`src/rtl/dmem_copy_master.sv`:
```
// Data-memory copy engine: sequentially copies len words from src_base to dst_base (read, then write, per word).
// Optional running checksum of copied words is enabled by defining DMEM_COPY_CHECKSUM_EN.
module dmem_copy_master #(
  parameter int ADDR_W    = 8,
  parameter int DATA_W    = 32,
  parameter int MEM_DEPTH = 64
) (
  input  logic              clk,
  input  logic              reset,
  input  logic              start,
  input  logic [ADDR_W-1:0] src_base,
  input  logic [ADDR_W-1:0] dst_base,
  input  logic [ADDR_W-1:0] len,
  output logic              busy,
  output logic              done,
  output logic              err,
  output logic [DATA_W-1:0] checksum,
  output logic              memread,
  output logic              memwrite,
  output logic [ADDR_W-1:0] address,
  output logic [DATA_W-1:0] writedata,
  input  logic [DATA_W-1:0] readdata
);

  typedef enum logic [2:0] {
    S_IDLE,
    S_READ,
    S_WRITE,
    S_DONE,
    S_ERR
  } state_e;

  localparam logic [ADDR_W:0] DEPTH_EXT = (ADDR_W + 1)'(MEM_DEPTH);

  state_e            state_q, state_d;
  logic [ADDR_W-1:0] rd_ptr_q, rd_ptr_d;
  logic [ADDR_W-1:0] wr_ptr_q, wr_ptr_d;
  logic [ADDR_W-1:0] remaining_q, remaining_d;
  logic [DATA_W-1:0] data_q, data_d;

  // End addresses are one bit wider so a region ending exactly at MEM_DEPTH does not wrap.
  logic [ADDR_W:0] src_end, dst_end;
  logic            range_bad;

  assign src_end   = {1'b0, src_base} + {1'b0, len};
  assign dst_end   = {1'b0, dst_base} + {1'b0, len};
  assign range_bad = (src_end > DEPTH_EXT) || (dst_end > DEPTH_EXT);

  // NOTE: sequential state uses non-blocking assignments so every register updates from pre-edge values.
  always_ff @(posedge clk) begin
    if (reset) state_q <= S_IDLE;
    else       state_q <= state_d;
  end

  always_ff @(posedge clk) begin
    if (reset) begin
      rd_ptr_q    <= '0;
      wr_ptr_q    <= '0;
      remaining_q <= '0;
      data_q      <= '0;
    end else begin
      rd_ptr_q    <= rd_ptr_d;
      wr_ptr_q    <= wr_ptr_d;
      remaining_q <= remaining_d;
      data_q      <= data_d;
    end
  end

  // NOTE: every signal driven here gets a default first, so no path can infer a latch.
  always_comb begin
    state_d     = state_q;
    rd_ptr_d    = rd_ptr_q;
    wr_ptr_d    = wr_ptr_q;
    remaining_d = remaining_q;
    data_d      = data_q;
    busy        = 1'b0;
    done        = 1'b0;
    err         = 1'b0;
    memread     = 1'b0;
    memwrite    = 1'b0;
    address     = '0;
    writedata   = '0;

    case (state_q)
      S_IDLE: begin
        if (start) begin
          if (range_bad) begin
            state_d = S_ERR;
          end else if (len == '0) begin
            state_d = S_DONE;
          end else begin
            rd_ptr_d    = src_base;
            wr_ptr_d    = dst_base;
            remaining_d = len;
            state_d     = S_READ;
          end
        end
      end
      S_READ: begin
        busy     = 1'b1;
        memread  = 1'b1;
        address  = rd_ptr_q;
        data_d   = readdata;
        rd_ptr_d = rd_ptr_q + 1'b1;
        state_d  = S_WRITE;
      end
      S_WRITE: begin
        busy        = 1'b1;
        memwrite    = 1'b1;
        address     = wr_ptr_q;
        writedata   = data_q;
        wr_ptr_d    = wr_ptr_q + 1'b1;
        remaining_d = remaining_q - 1'b1;
        state_d     = (remaining_q == ADDR_W'(1)) ? S_DONE : S_READ;
      end
      S_DONE: begin
        done    = 1'b1;
        state_d = S_IDLE;
      end
      S_ERR: begin
        err     = 1'b1;
        state_d = S_IDLE;
      end
      default: state_d = S_IDLE;
    endcase
  end

`ifdef DMEM_COPY_CHECKSUM_EN
  logic [DATA_W-1:0] checksum_q, checksum_d;

  // Cleared by any start that passes the range check, including len==0; a rejected start keeps the old sum.
  always_comb begin
    checksum_d = checksum_q;
    if (state_q == S_IDLE && start && !range_bad) checksum_d = '0;
    else if (state_q == S_WRITE)                  checksum_d = checksum_q + data_q;
  end

  always_ff @(posedge clk) begin
    if (reset) checksum_q <= '0;
    else       checksum_q <= checksum_d;
  end

  assign checksum = checksum_q;
`else
  assign checksum = '0;
`endif

endmodule

```
`config.mk`:
```
export PLATFORM = sky130hd
export DESIGN_NAME = dmem_copy_master
export DESIGN_NICKNAME = d
export VERILOG_FILES = /design/src/rtl/dmem_copy_master.sv
export SDC_FILE = /design/constraint.sdc
export NUM_CORES = 1
export LEC_CHECK = 0
export ABC_AREA = 1
export BUFFER_PORTS_ARGS = -buffer_cell sky130_fd_sc_hd__buf_2
export CORE_MARGIN = 4
export CORE_UTILIZATION = 45
export DETAILED_ROUTE_END_ITERATION = 12
export GPL_ROUTABILITY_DRIVEN = 0
export PLACE_DENSITY = 0.72
export SETUP_SLACK_MARGIN = 0.05
export SYNTH_ARGS = -nofsm -noshare
export SYNTH_HDL_FRONTEND = slang
export SYNTH_SLANG_ARGS = --single-unit
```
`constraint.sdc`:
```
create_clock -name clk -period 6.21 [get_ports clk]
set_input_delay 1.242 -clock clk [delete_from_list [all_inputs] [get_ports clk]]
set_output_delay 1.242 -clock clk [all_outputs]
set_load 0.02 [all_outputs]
```
# --- After elaboration in Yosys (flattened, before gate mapping) ---
# Cells that the tools add are included.
word_totals:
  in_bits: 59
  out_inout_bits: 77
  regBits: 59
op_classes:
  n_addsub: 5
  eq_ne: 8
  mux: 24
  reduce_logical: 8
  order_cmp: 2
op_table:
  columns: ["op", "count"]
  rows:
  - ["$mux W8", 9]
  - ["$pmux W8 S2", 4]
  - ["$mux W32", 1]
  - ["$add A8 B8 Y9", 2]
  - ["$gt A9 B7 Y1 const B", 2]
  - ["$add A8 B1 Y8 const B", 2]
  - ["$pmux W3 S3", 1]
  - ["$eq A8 B1 Y1 const B", 1]
  - ["$logic_not A8 Y1", 1]
  - ["$reduce_and A4 Y1", 2]
  - ["$sub A8 B1 Y8 const B", 1]
  - ["$eq A3 B2 Y1 const B", 2]
  - ["$mux W3", 2]
  - ["$ne A2 B2 Y1 const B", 3]
  - ["$mux W1", 5]
  - ["$mux W2", 2]
  - ["$reduce_bool A2 Y1", 2]
  - ["$eq A3 B1 Y1 const B", 1]
  - ["$eq A3 B3 Y1 const B", 1]
  - ["$logic_not A3 Y1", 1]
  - ["$reduce_or A2 Y1", 1]
  - ["$logic_or A1 B1 Y1", 1]

# --- Logic depth before layout (Yosys ltp) ---
# Gate-level depths: netlist of the first run.
logic_depth:
  depth_word: 6
  depth_mapped: 19

# --- Worst setup path after synthesis of the first run ---
# No wires, ideal clock.
synth_path:
  path_kind: "in2reg"
  startpoint: "input src_base[0]"
  endpoint: "register remaining_q[4]"
  path_buffers: 1
  stages: 16
  arrival_time_ns: 3.113
  path_slack_ns: 2.987
  setup_ns: 0.110
  required_time_ns: 6.100
  cell_sequence: "ha_1 -> fa_1 -> or2_0 -> nor2_1 -> nand3_1 -> nor2_1 -> nand2_1 -> nand2_1 -> nand2_1 -> inv_1 -> nand2_1 -> nand2_2 -> buf_2 -> nand4_1 -> nand2_1 -> nor2_1"
synth_via:
  elab_chain_len: 5
synth_rtl:
  columns: ["element", "line", "source"]
  rows:
  - ["from (decl)", "11", "input logic [ADDR_W-1:0] src_base,"]
  - ["$add A8 B8 Y9", "45", "assign src_end = {1'b0, src_base} + {1'b0, len};"]
  - ["$gt A9 B7 Y1", "47", "assign range_bad = (src_end > DEPTH_EXT) || (dst_end > DEPTH_EXT);"]
  - ["$logic_or A1 B1 Y1", "47", null]
  - ["$ne A2 B2 Y1 (no line)", null, null]
  - ["$reduce_and A4 Y1 (no line)", null, null]
  - ["to (signal assigned)", "64", "remaining_q <= remaining_d;"]
  - ["to (decl)", "38", "logic [ADDR_W-1:0] remaining_q, remaining_d;"]
# Every way passes these cells.
# A chain may end at the register's enable or synchronous reset.

# --- Final worst setup path of the first run ---
layout_path:
  startpoint: "register state_q[0]"
  endpoint: "output address[5]"
layout_via:
  elab_chain_len: 2
layout_rtl:
  columns: ["element", "line", "source"]
  rows:
  - ["from (decl)", "35", "state_e state_q, state_d;"]
  - ["from (signal assigned)", "52", "else state_q <= state_d;"]
  - ["$eq A3 B2 Y1 or $eq A3 B1 Y1 (tied branches)", "84", "case (state_q)"]
  - ["$pmux W8 S2 *", "84", null]
  - ["to (decl)", "20", "output logic [ADDR_W-1:0] address,"]
# Every way passes the cells marked *; elsewhere a longest branch is shown, timed or not.

==> metrics.md, run 1 <==
| Metric | Value |
|---|---|
| Synth Register Bits | 59 |
| Most numerous cell types in the synthesized netlist | nand2_1, inv_1, nor2_1, dfxtp_1, o21ai_0 |
| Maximum count of clock buffers along a single path | 2 |
| Clock slew at the register clock pins of the worst setup and hold paths | 0.07 ns |
| Share of the yosys chip area belonging to registers | 28.3% |
| Library cell with the highest instance count after synthesis | nand2_1 |
| Final period demand of the worst path | 3.65 ns |
| Die outline area | 10,900 sq um |
| CTS H-Tree Depth | 3 |
| Largest net degree at the start of global routing | 79 |
| Initial DRC Count | 274 |
| Final critical-path share of the clock period | 58.8% |
| Number of post-CTS setup repair buffers | 0 |
| CP endpoint kind | output pin |
| Final number of max-transition violations | 0 |
| Crit path largest cell delay | 0.62 ns |
| Final setup violation count | 0 |
| Critical path startpoint category | flop |
| Resize count post-CTS | 0 |
| Share of cells above drive strength 1 | 18.0% |
| Count of max-cap constraint violations | 0 |
| Net count of the finished layout | 838 |
| Total power divided by cell area | 209 nW/um^2 |
| First-pass GRT wire length | 18,400 um |
| Crit path required time | 4.97 ns |
| Worst ir drop on vdd | 0.137 mV |
| Clock latency reported for the late side of the worst-skew pair | 0.34 ns |
| FF+latch area | 1180 sq um |
| Outcome | complete, no violations |
| Setup Total Neg Slack | 0 ns |
| Maximum clock frequency | 274 MHz |
| Internal | 675 uW |
| Reg-to-reg critical path startpoint | state_q[0]$_SDFFE_PP0N_ |
| Number of buffers added by the clock tree synthesis step | 9 |
| Core utilization of the finished layout | 54.2% |
| Switch Pwr | 333 uW |
| Total grt overflow | 0 |
| Type of the worst setup path | reg -> out |
| Clock share of power | 35.2% |
| Detailed-route wire length | 11,300 um |
| Estimated wirelength of the detail-placed design | 8340 um |
| Cell types occupying the most area after synthesis | dfxtp_1, nand2_1, inv_1 |
| Vias | 4,323 |
| Via density per instance | 4.97 |
| Combinational power share | 23.7% |
| Sw frac | 33.0% |
| Yosys top cell by area | dfxtp_1 |
| Initial antenna violation count | 0 |
| Worst path arrival time | 2.41 ns |
| Total inserted antenna cells | 0 |
| Gate Count Post-Synth | 667 |
| Setup repair after global routing missed its margin | false |
| Worst setup skew after layout | 0.00741 ns |
| Relative max-transition margin | 33.0% |
| Post-Synthesis Mean Instance Area | 6.26 sq um |
| Synthesis-to-layout area growth | 15.3% |
| Width of the die | 104 um |
| Placeable core region | 8890 sq um |
| Proportion of power drawn by flip-flops and latches | 41.2% |
| DRC | 0 |
| GRT Overall Usage | 20.3% |
| Top Ports | 136 |
| Fraction of post-synthesis cell area in the top cell type by area | 28.3% |
| Cell breakdown of the critical path | inv_1 > nor3_2 > inv_2 > buf_4 > o21ai_0 > buf_2 |
| Post-synth EDFFs | 0 |
| Post-cts hold buffer count | 0 |
| Tot Pwr | 1.01 mW |
| Die H | 104 um |
| Average wire per cell in the routed design | 13.0 um |
| Cell leakage power | 2.50 nW |
| Slowest library cell on the worst path | nor3_2 |
| Most common flop cell mapped by yosys | dfxtp_1 |
| Worst R2R Path Depth | 9 |
| Maximum net fanout on the critical path | 78 |
| Number of placement rows | 34 |
| Clock tree from TritonCTS | yes |
| Internal reg-to-reg setup slack | 3.55 ns |
| Async SR Flop Fraction | 0% |
| Startpoint of the worst hold path | data_q[1]$_SDFFE_PP0P_ |
| FILL cells | 901 |
| Reg2Reg Capture Point | rd_ptr_q[4]$_SDFFE_PP0P_ |
| Clock tree root buffer cell | clkbuf_8 |
| Pin slew with the least headroom to its limit | 1.00 ns |
| Number of global-route vias before repair | 3,954 |
| Number of hold violations in the final report | 0 |
| Total of warnings raised by yosys | 0 |
| Number of cells on the worst hold path | 2 |
| Number of input and output port buffers inserted | 103 |
| Number of sinks driven by the clock tree | 59 |
| Post-synthesis cell type count | 38 |
| First-pass iteration count of the detailed router | 5 |
| Hold path endpoint | data_q[1]$_SDFFE_PP0P_ |
| Multi-input gate area | 2350 sq um |
| Effective utilization at floorplan | 47.0% |
| Cell area after synthesis | 4180 sq um |
| Final antenna-violating net count | 0 |
| Hold Crit Class | reg -> reg |
[registers in the layout, indices dropped and copies added, names as in the netlist]
signal / cells
remaining_q: 8
rd_ptr_q: 8
state_q: 3
wr_ptr_q: 8
data_q: 32
[placed cells by master, fill, tap and decap left out, types with 10 or more instances in the layout]
cell / netlist / layout
ha_1: 20 / 20
dfxtp_1: 59 / 59
inv_1: 103 / 103
nand2_1: 140 / 140
a21oi_1: 47 / 47
conb_1: 1 / 32
nor2_1: 90 / 90
nand4_1: 17 / 17
clkbuf_8: 0 / 10
nand3_1: 25 / 25
buf_2: 3 / 103
o21ai_0: 53 / 53
[cell families (layout without fill, tap and decap cells)]
| kind of cell | Yosys count | in the layout | synth area share (%) |
|---|---|---|---|
| XOR/XNOR | 4 | 4 | 0.839 |
| multiplexers | 1 | 1 | 0.240 |
| AND/OR/NAND/NOR | 299 | 299 | 31.1 |
| buffers and inverters | 166 | 230 | 18.2 |
| AO/OA/AOI/OAI | 115 | 115 | 14.3 |
| other | 1 | 32 | 0.0898 |
| flip-flops | 59 | 59 | 28.3 |
| adder cells (fa/ha/maj) | 22 | 22 | 6.95 |
[stage by stage]
| step | hold slack (ns) | instances | instance area [sq um] | worst slack [ns] |
|---|---|---|---|---|
| finish | 0.454 | 870 | 4820 | 2.56 |
| detailed placement | 0.444 | 854 | 4610 | 2.34 |
| CTS | 0.455 | 870 | 4820 | 2.54 |
| floorplan | 0.430 | 698 | 4290 | 2.99 |
| global route | 0.473 | 870 | 4820 | 2.30 |
| global placement | 0.439 | 854 | 4610 | 2.42 |
[worst max-delay path, delay by kind of cell, from the launching register on]
family / cells / cell delay [ns]
buffers and inverters: 4 / 0.77
and+or+nand+nor: 1 / 0.62
DFF: 1 / 0.44
AOI/OAI and AO/OA: 1 / 0.24
[area by class of cell]
class,instances,share of cell area (%)
Timing Repair Buffer,107,11.3
Clock inverter,6,1.35
Inverter,107,8.34
Sequential cell,59,24.5
Tap cell,108,2.81
Clock buffer,10,2.86
Multi-Input combinational cell,473,48.8
[power groups by stage]
stage / combinational [mW] / clock, mW / sequential [mW]
after floorplan: 0.193 / 0 / 0.419
final: 0.239 / 0.355 / 0.415
after global routing: 0.274 / 0.383 / 0.417
after detailed placement: 0.235 / 0 / 0.423
after CTS: 0.237 / 0.364 / 0.415
after global placement: 0.228 / 0 / 0.422
[per-layer routing]
layer  GRT usage (%)  part of all wire (%)
met1            25.7                    43
met2            33.8                    49
met3            4.59                   5.6
met4            7.12                   2.4
met5               0                     0
[how the worst max path moves through the flow]
stage / cells after the start / startpoint / slack [ns] / end
floorplan: 16 / src_base[0] / 2.99 / remaining_q[4]$_SDFFE_PP0P_
global placement: 16 / src_base[0] / 2.42 / remaining_q[6]$_SDFFE_PP0P_
detailed placement: 17 / src_base[0] / 2.34 / remaining_q[6]$_SDFFE_PP0P_
CTS: 6 / state_q[0]$_SDFFE_PP0N_ / 2.54 / address[5]
global route: 6 / state_q[0]$_SDFFE_PP0N_ / 2.30 / address[5]
finish: 6 / state_q[0]$_SDFFE_PP0N_ / 2.56 / address[5]
Power figures use the tool's default switching activity.
==> run 2: changes to the inputs <==
Settings changed: ABC_AREA 1 to 0, PLACE_DENSITY 0.72 to 0.76.
Clock period 6.21 ns to 3.1 ns, I/O delays scaled along.
==> run 2 against run 1 <==
  * The flow now finishes with violations (setup timing)
  * Clock skew increased by 0.0012 ns
  * Critical path depth increased by 5
  * Routed wire length rose by 0.59%
  * Non-clock buffer count rose by 53
  * Worst hold slack worse by 0.0030 ns
  * Design area rose by 4.6%
  * Clock power increased by 140%
  * Critical path type is now in -> reg
==> metrics.md, run 2 <==
| Metric | Value |
|---|---|
| Final antenna-violating net count | 0 |
| Tightest hold margin | 0.451 ns |
| Number of instances in the placed design | 729 |
| Number of global-route vias before repair | 3,813 |
| Reg with most FFs | data_q |
| First-pass GRT wire length | 17,700 um |
| Gate Count Post-Synth | 498 |
| Number of cells on the worst hold path | 2 |
| Final number of max-transition violations | 0 |
| Final critical-path share of the clock period | 106% |
| Die H | 100 um |
| Proportion of power drawn by flip-flops and latches | 38.5% |
| Hold Crit Class | reg -> reg |
| DRC | 0 |
| Number of hold violations in the final report | 0 |
| Clock tree from TritonCTS | yes |
| Width of the die | 100 um |
| Core utilization of the finished layout | 61.3% |
| Setup Total Neg Slack | -1.71 ns |
| Sw frac | 26.3% |
| Post-route non-filler standard cell count | 752 |
| First-pass iteration count of the detailed router | 5 |
| Largest net degree at the start of global routing | 38 |
| Cell types occupying the most area after synthesis | dfxtp_1, nand2_1, a21oi_1 |
| Crit path required time | 3.35 ns |
| Worst Setup Slack, final | -0.179 ns |
| Setup repair after global routing missed its margin | true |
| Initial DRC Count | 325 |
| Total power divided by cell area | 397 nW/um^2 |
| Critical path startpoint category | input port |
| Maximum net fanout on the critical path | 5 |
| Failing checks | setup timing |
| GRT Overall Usage | 21.8% |
| Worst R2R Path Depth | 11 |
| Synthesis-to-layout area growth | 32.1% |
| Async SR Flop Fraction | 0% |
| Most common flop cell mapped by yosys | dfxtp_1 |
| Placeable core region | 8220 sq um |
| Clock share of power | 43.3% |
| Estimated wirelength of the detail-placed design | 8260 um |
| Post-synth EDFFs | 0 |
| Clock tree root buffer cell | clkbuf_8 |
| Combinational power share | 18.2% |
| CP endpoint kind | flop |
| Maximum count of clock buffers along a single path | 2 |
| FILL cells | 727 |
| Pin slew with the least headroom to its limit | 0.627 ns |
| Switch Pwr | 525 uW |
| Cell area after synthesis | 3810 sq um |
| Number of sinks driven by the clock tree | 59 |
| Reg-to-reg critical path startpoint | state_q[2]$_SDFFE_PP0N_ |
| Fraction of post-synthesis cell area in the top cell type by area | 31.0% |
| Total grt overflow | 0 |
| Startpoint of the worst hold path | data_q[1]$_SDFFE_PP0P_ |
| Average wire per cell in the routed design | 15.1 um |
| Detailed-route wire length | 11,300 um |
| Post-Synthesis Mean Instance Area | 7.66 sq um |
| Number of buffers added by the clock tree synthesis step | 9 |
| Cell leakage power | 2.36 nW |
| Post-synthesis cell type count | 55 |
| Worst setup skew after layout | 0.00857 ns |
| Worst slack after detailed placement | -0.682 ns |
| Internal | 1.48 mW |
| Clock slew at the register clock pins of the worst setup and hold paths | 0.07 ns |
| CTS H-Tree Depth | 3 |
| Net count of the finished layout | 723 |
| Share of the yosys chip area belonging to registers | 31.0% |
| Via density per instance | 5.44 |
| Share of cells above drive strength 1 | 30.1% |
| Total inserted antenna cells | 0 |
| Total of warnings raised by yosys | 0 |
| Initial antenna violation count | 0 |
| Final setup violation count | 23 |
| Most frequent cells in the layout | buf_2, nand2_1, a21oi_1, dfxtp_1, buf_4 |
| Reg2Reg Capture Point | wr_ptr_q[6]$_SDFFE_PP0P_ |
| Internal reg-to-reg setup slack | 0.87 ns |
| Number of flip-flops under the largest register name | 32 |
| Final period demand of the worst path | 3.28 ns |
| Top Ports | 136 |
| Vias | 4,094 |
| Count of max-cap constraint violations | 0 |
| Leading cell type in the layout, fill and taps excluded | buf_2 |
| Outcome | finished, violations left |
| Worst path arrival time | 3.53 ns |
| Library cell with the highest instance count after synthesis | nand2_1 |
| Effective utilization at floorplan | 46.4% |
| Clock latency reported for the late side of the worst-skew pair | 0.36 ns |
| Yosys top cell by area | dfxtp_1 |
| Number of placement rows | 33 |
| Type of the worst setup path | in -> reg |
| Maximum clock frequency | 305 MHz |
| Die outline area | 10,000 sq um |
| Relative max-transition margin | 58.1% |
| Most numerous cell types in the synthesized netlist | nand2_1, a21oi_1, dfxtp_1, and3_1, buf_4 |
| Hold path endpoint | data_q[1]$_SDFFE_PP0P_ |
| Worst ir drop on vdd | 0.237 mV |
| Synth Register Bits | 59 |
| Number of input and output port buffers inserted | 103 |
| Post-cts hold buffer count | 0 |
-- run 2: worst max-delay path by stage --
| stage | cells past startpoint | startpoint | endpoint | slack [ns] |
|---|---|---|---|---|
| floorplan | 10 | src_base[0] | remaining_q[1]$_SDFFE_PP0P_ | -0.41 |
| global route | 11 | len[0] | remaining_q[1]$_SDFFE_PP0P_ | -0.28 |
| detailed placement | 12 | len[0] | remaining_q[5]$_SDFFE_PP0P_ | -0.68 |
| global placement | 11 | len[0] | remaining_q[1]$_SDFFE_PP0P_ | -0.52 |
| finish | 11 | len[0] | remaining_q[1]$_SDFFE_PP0P_ | -0.18 |
| CTS | 11 | len[0] | remaining_q[1]$_SDFFE_PP0P_ | -0.13 |
-- run 2: final cells by class --
class / count / area, sq um / area share (%)
multi-input cells: 401 / 2440 / 48.5
repair buffers: 160 / 998 / 19.8
clock inverters: 5 / 100 / 1.99
inverters: 11 / 41.3 / 0.820
clock buffers: 11 / 141 / 2.81
flip-flops and latches: 59 / 1180 / 23.4
well taps: 105 / 131 / 2.61
-- run 2: power by group through the flow --
| stage | clock (mW) | combinational, mW | sequential, mW |
|---|---|---|---|
| after global routing | 0.910 | 0.397 | 0.771 |
| after CTS | 0.871 | 0.357 | 0.770 |
| after detailed placement | 0 | 0.345 | 0.787 |
| after floorplan | 0 | 0.226 | 0.785 |
| final | 0.866 | 0.364 | 0.771 |
| after global placement | 0 | 0.337 | 0.787 |
-- run 2: cell families (layout without fill, tap and decap cells) --
logic type | Yosys count | count (layout) | share of synthesized area (%)
adders and majority gates | 22 | 22 | 7.61
other | 1 | 32 | 0.0984
DFF | 59 | 59 | 31.0
AOI/OAI and AO/OA | 124 | 124 | 21.0
muxes | 3 | 3 | 0.788
buffers and inverters | 69 | 187 | 10.0
and+or+nand+nor | 215 | 215 | 28.3
xor gates and xnor gates | 5 | 5 | 1.15
-- run 2: metal layers --
| metal | global-route usage, % | wire length, um |
|---|---|---|
| met5 | 0 | 0 |
| met4 | 7.36 | 167 |
| met3 | 4.73 | 865 |
| met2 | 36.8 | 5690 |
| met1 | 27.6 | 4620 |
-- run 2: repair_timing --
| item | CTS | global route |
|---|---|---|
| endpoints found under the hold margin | 0 | 0 |
| resized for setup | 14 | 9 |
| cloned | 1 | 0 |
| pin swaps | 9 | 5 |
| setup buffers | 3 | 3 |
| setup endpoints to repair | 26 | 26 |
-- run 2: critical path, stage by stage --
cell,delay [ns]
buf_8,0.10
ha_4,0.15
fa_2,0.35
a21o_1,0.17
o21a_1,0.17
or4b_4,0.49
a2111oi_4,0.36
o2111ai_4,0.20
or3_4,0.44
or3_1,0.33
o311a_1,0.13
-- run 2: through the flow --
stage | instance area [sq um] | total power, mW
floorplan | 3970 | 1.01
global placement | 4650 | 1.12
detailed placement | 4650 | 1.13
CTS | 4970 | 2.00
global route | 5040 | 2.08
finish | 5040 | 2.00
==> run 3: changes to the inputs <==
Settings changed: CORE_MARGIN 4 to default, CTS_BUF_LIST from default to sky130_fd_sc_hd__clkbuf_4.
==> run 3 against run 2 <==
  * The flow still finishes with violations (setup timing)
  * Clock power fell by 48%
  * Routed wire length fell by 7.9%
  * Global-route usage is 1.8 points higher
  * Via count decreased by 1.8%
  * Sequential power about the same
  * First-iteration DRC count decreased by 27%
  * Design area fell by 4.5%
  * Clock skew increased by 0.0059 ns
  * Critical path type unchanged
  * Highest routed layer unchanged
==> metrics.md, run 3 (synthesis results as in run 2) <==
| Metric | Value |
|---|---|
| Final setup violation count | 17 |
| Number of hold violations in the final report | 0 |
| Count of max-cap constraint violations | 0 |
| Critical path startpoint | len[0] |
| Clock tree from TritonCTS | yes |
| Maximum clock frequency | 312 MHz |
| CTS H-Tree Depth | 3 |
| Worst ir drop on vdd | 0.151 mV |
| Total inserted antenna cells | 0 |
| Clock tree root buffer cell | clkbuf_4 |
| Number of flip-flops under the largest register name | 32 |
| DRC | 0 |
| Core utilization of the finished layout | 58.5% |
| Sw frac | 31.2% |
| Largest net degree at the start of global routing | 39 |
| Clock slew at the register clock pins of the worst setup and hold paths | 0.10 ns |
| Slowest library cell on the worst path | or4b_4 |
| Combinational power share | 22.4% |
| Total grt overflow | 0 |
| Worst path arrival time | 3.50 ns |
| Crit path required time | 3.39 ns |
| Failing checks | setup timing |
| Crit path largest cell delay | 0.49 ns |
| Outcome | finished, violations left |
| Startpoint of the worst hold path | readdata[21] |
| First-pass iteration count of the detailed router | 5 |
| Final antenna-violating net count | 0 |
| Final period demand of the worst path | 3.21 ns |
| Die outline area | 8840 sq um |
| Via density per instance | 5.39 |
| Number of buffers added by the clock tree synthesis step | 9 |
| Net count of the finished layout | 717 |
| Reg-to-reg critical path startpoint | state_q[1]$_SDFFE_PP0N_ |
| Switch Pwr | 490 uW |
| Number of input and output port buffers inserted | 103 |
| Effective utilization at floorplan | 46.4% |
| Reg with most FFs | data_q |
| Internal | 1.08 mW |
| Clock share of power | 28.6% |
| Cell breakdown of the critical path | buf_8 > ha_4 > fa_2 > a21o_1 > o21a_1 > or4b_4 > a2111oi_4 > o2111ai_4 > or3_4 > or3_1 > o311a_1 |
| Setup Total Neg Slack | -0.475 ns |
| Synthesis-to-layout area growth | 26.2% |
| Leading cell type in the layout, fill and taps excluded | buf_2 |
| Worst Setup Slack, final | -0.109 ns |
| GRT Overall Usage | 23.6% |
| CP endpoint kind | flop |
| Most frequent cells in the layout | buf_2, nand2_1, a21oi_1, dfxtp_1, buf_4 |
| Worst setup skew after layout | 0.0145 ns |
| Number of global-route vias before repair | 3,611 |
| Setup repair after global routing missed its margin | true |
| Cell leakage power | 2.26 nW |
| Maximum net fanout on the critical path | 6 |
| Final number of max-transition violations | 0 |
| Number of sinks driven by the clock tree | 59 |
| Number of placement rows | 33 |
| Relative max-transition margin | 60.4% |
| Crit path buffers/inverters | 1 |
| Estimated wirelength of the detail-placed design | 7780 um |
| Clock latency reported for the late side of the worst-skew pair | 0.40 ns |
| CP top delay family | simple AND/OR/NAND/NOR gates |
| Vias | 4,022 |
| Total power divided by cell area | 327 nW/um^2 |
| Average wire per cell in the routed design | 14.0 um |
| Initial DRC Count | 237 |
| Width of the die | 94.0 um |
| Maximum count of clock buffers along a single path | 2 |
| Proportion of power drawn by flip-flops and latches | 48.9% |
| Placeable core region | 8220 sq um |
| Critical path startpoint category | input port |
| Detailed-route wire length | 10,400 um |
| Type of the worst setup path | in -> reg |
| Share of cells above drive strength 1 | 28.7% |
| Worst slack after detailed placement | -0.600 ns |
| Top Ports | 136 |
| Die H | 94.0 um |
| Hold Crit Class | in -> reg |
| Pin slew with the least headroom to its limit | 0.592 ns |
| First-pass GRT wire length | 16,300 um |
| Initial antenna violation count | 0 |
| Tot Pwr | 1.57 mW |
| Final critical-path share of the clock period | 104% |
run 3: final cells by class:
type | instances | area, sq um
multi-input combinational | 401 | 2420
clock inverter | 6 | 32.5
timing repair buffer | 154 | 931
sequential | 59 | 1180
fill | 769 | 3410
tap | 105 | 131
clock buffer | 10 | 75.1
inverter | 11 | 41.3
run 3: path summary, 6_finish.rpt:
path	slack (ns)	to	cells past startpoint
setup reg to reg	1.02	rd_ptr_q[7]$_SDFFE_PP0P_	10
hold / removal	0.44	data_q[21]$_SDFFE_PP0P_	3
setup / recovery	-0.11	remaining_q[1]$_SDFFE_PP0P_	11
hold reg to reg	0.45	data_q[19]$_SDFFE_PP0P_	2
run 3: worst register-to-register path, delay by kind of cell, from the launching register on:
family | cells | cell delay [ns]
AO/OA/AOI/OAI | 2 | 0.18
buffers and inverters | 4 | 0.76
flip-flops | 1 | 0.37
AND/OR/NAND/NOR | 4 | 0.70
run 3: metrics by stage:
stage               std cells  area [sq um]  hold slack, ns
floorplan                 529          3970           0.432
global route              746          4810           0.426
CTS                       745          4790           0.427
detailed placement        726          4630           0.442
global placement          726          4630           0.437
finish                    746          4810           0.443
run 3: power groups by stage:
stage	combinational, mW	clock, mW	sequential [mW]
2_1_floorplan	0.226	0	0.785
3_3_place_gp	0.332	0	0.787
3_5_place_dp	0.338	0	0.787
4_1_cts	0.348	0.457	0.770
5_1_grt	0.386	0.495	0.771
6_report	0.353	0.450	0.770
run 3: metal layers:
metal,global-route usage [%],share of wire (%),up-vias,wire length (um)
li1,-,-,1996,-
met5,0,0,-,0
met2,40.6,49,118,5150
met3,4.94,4.6,13,478
met1,29.3,45,1895,4670
met4,7.44,1.4,0,148
run 3: repair_timing:
| item | in CTS | in global routing |
|---|---|---|
| setup endpoints to repair | 25 | 26 |
| buffers inserted | 3 | 1 |
| resized for setup | 8 | 2 |
| pin swaps | 6 | 2 |
| hold buffers | 0 | 0 |
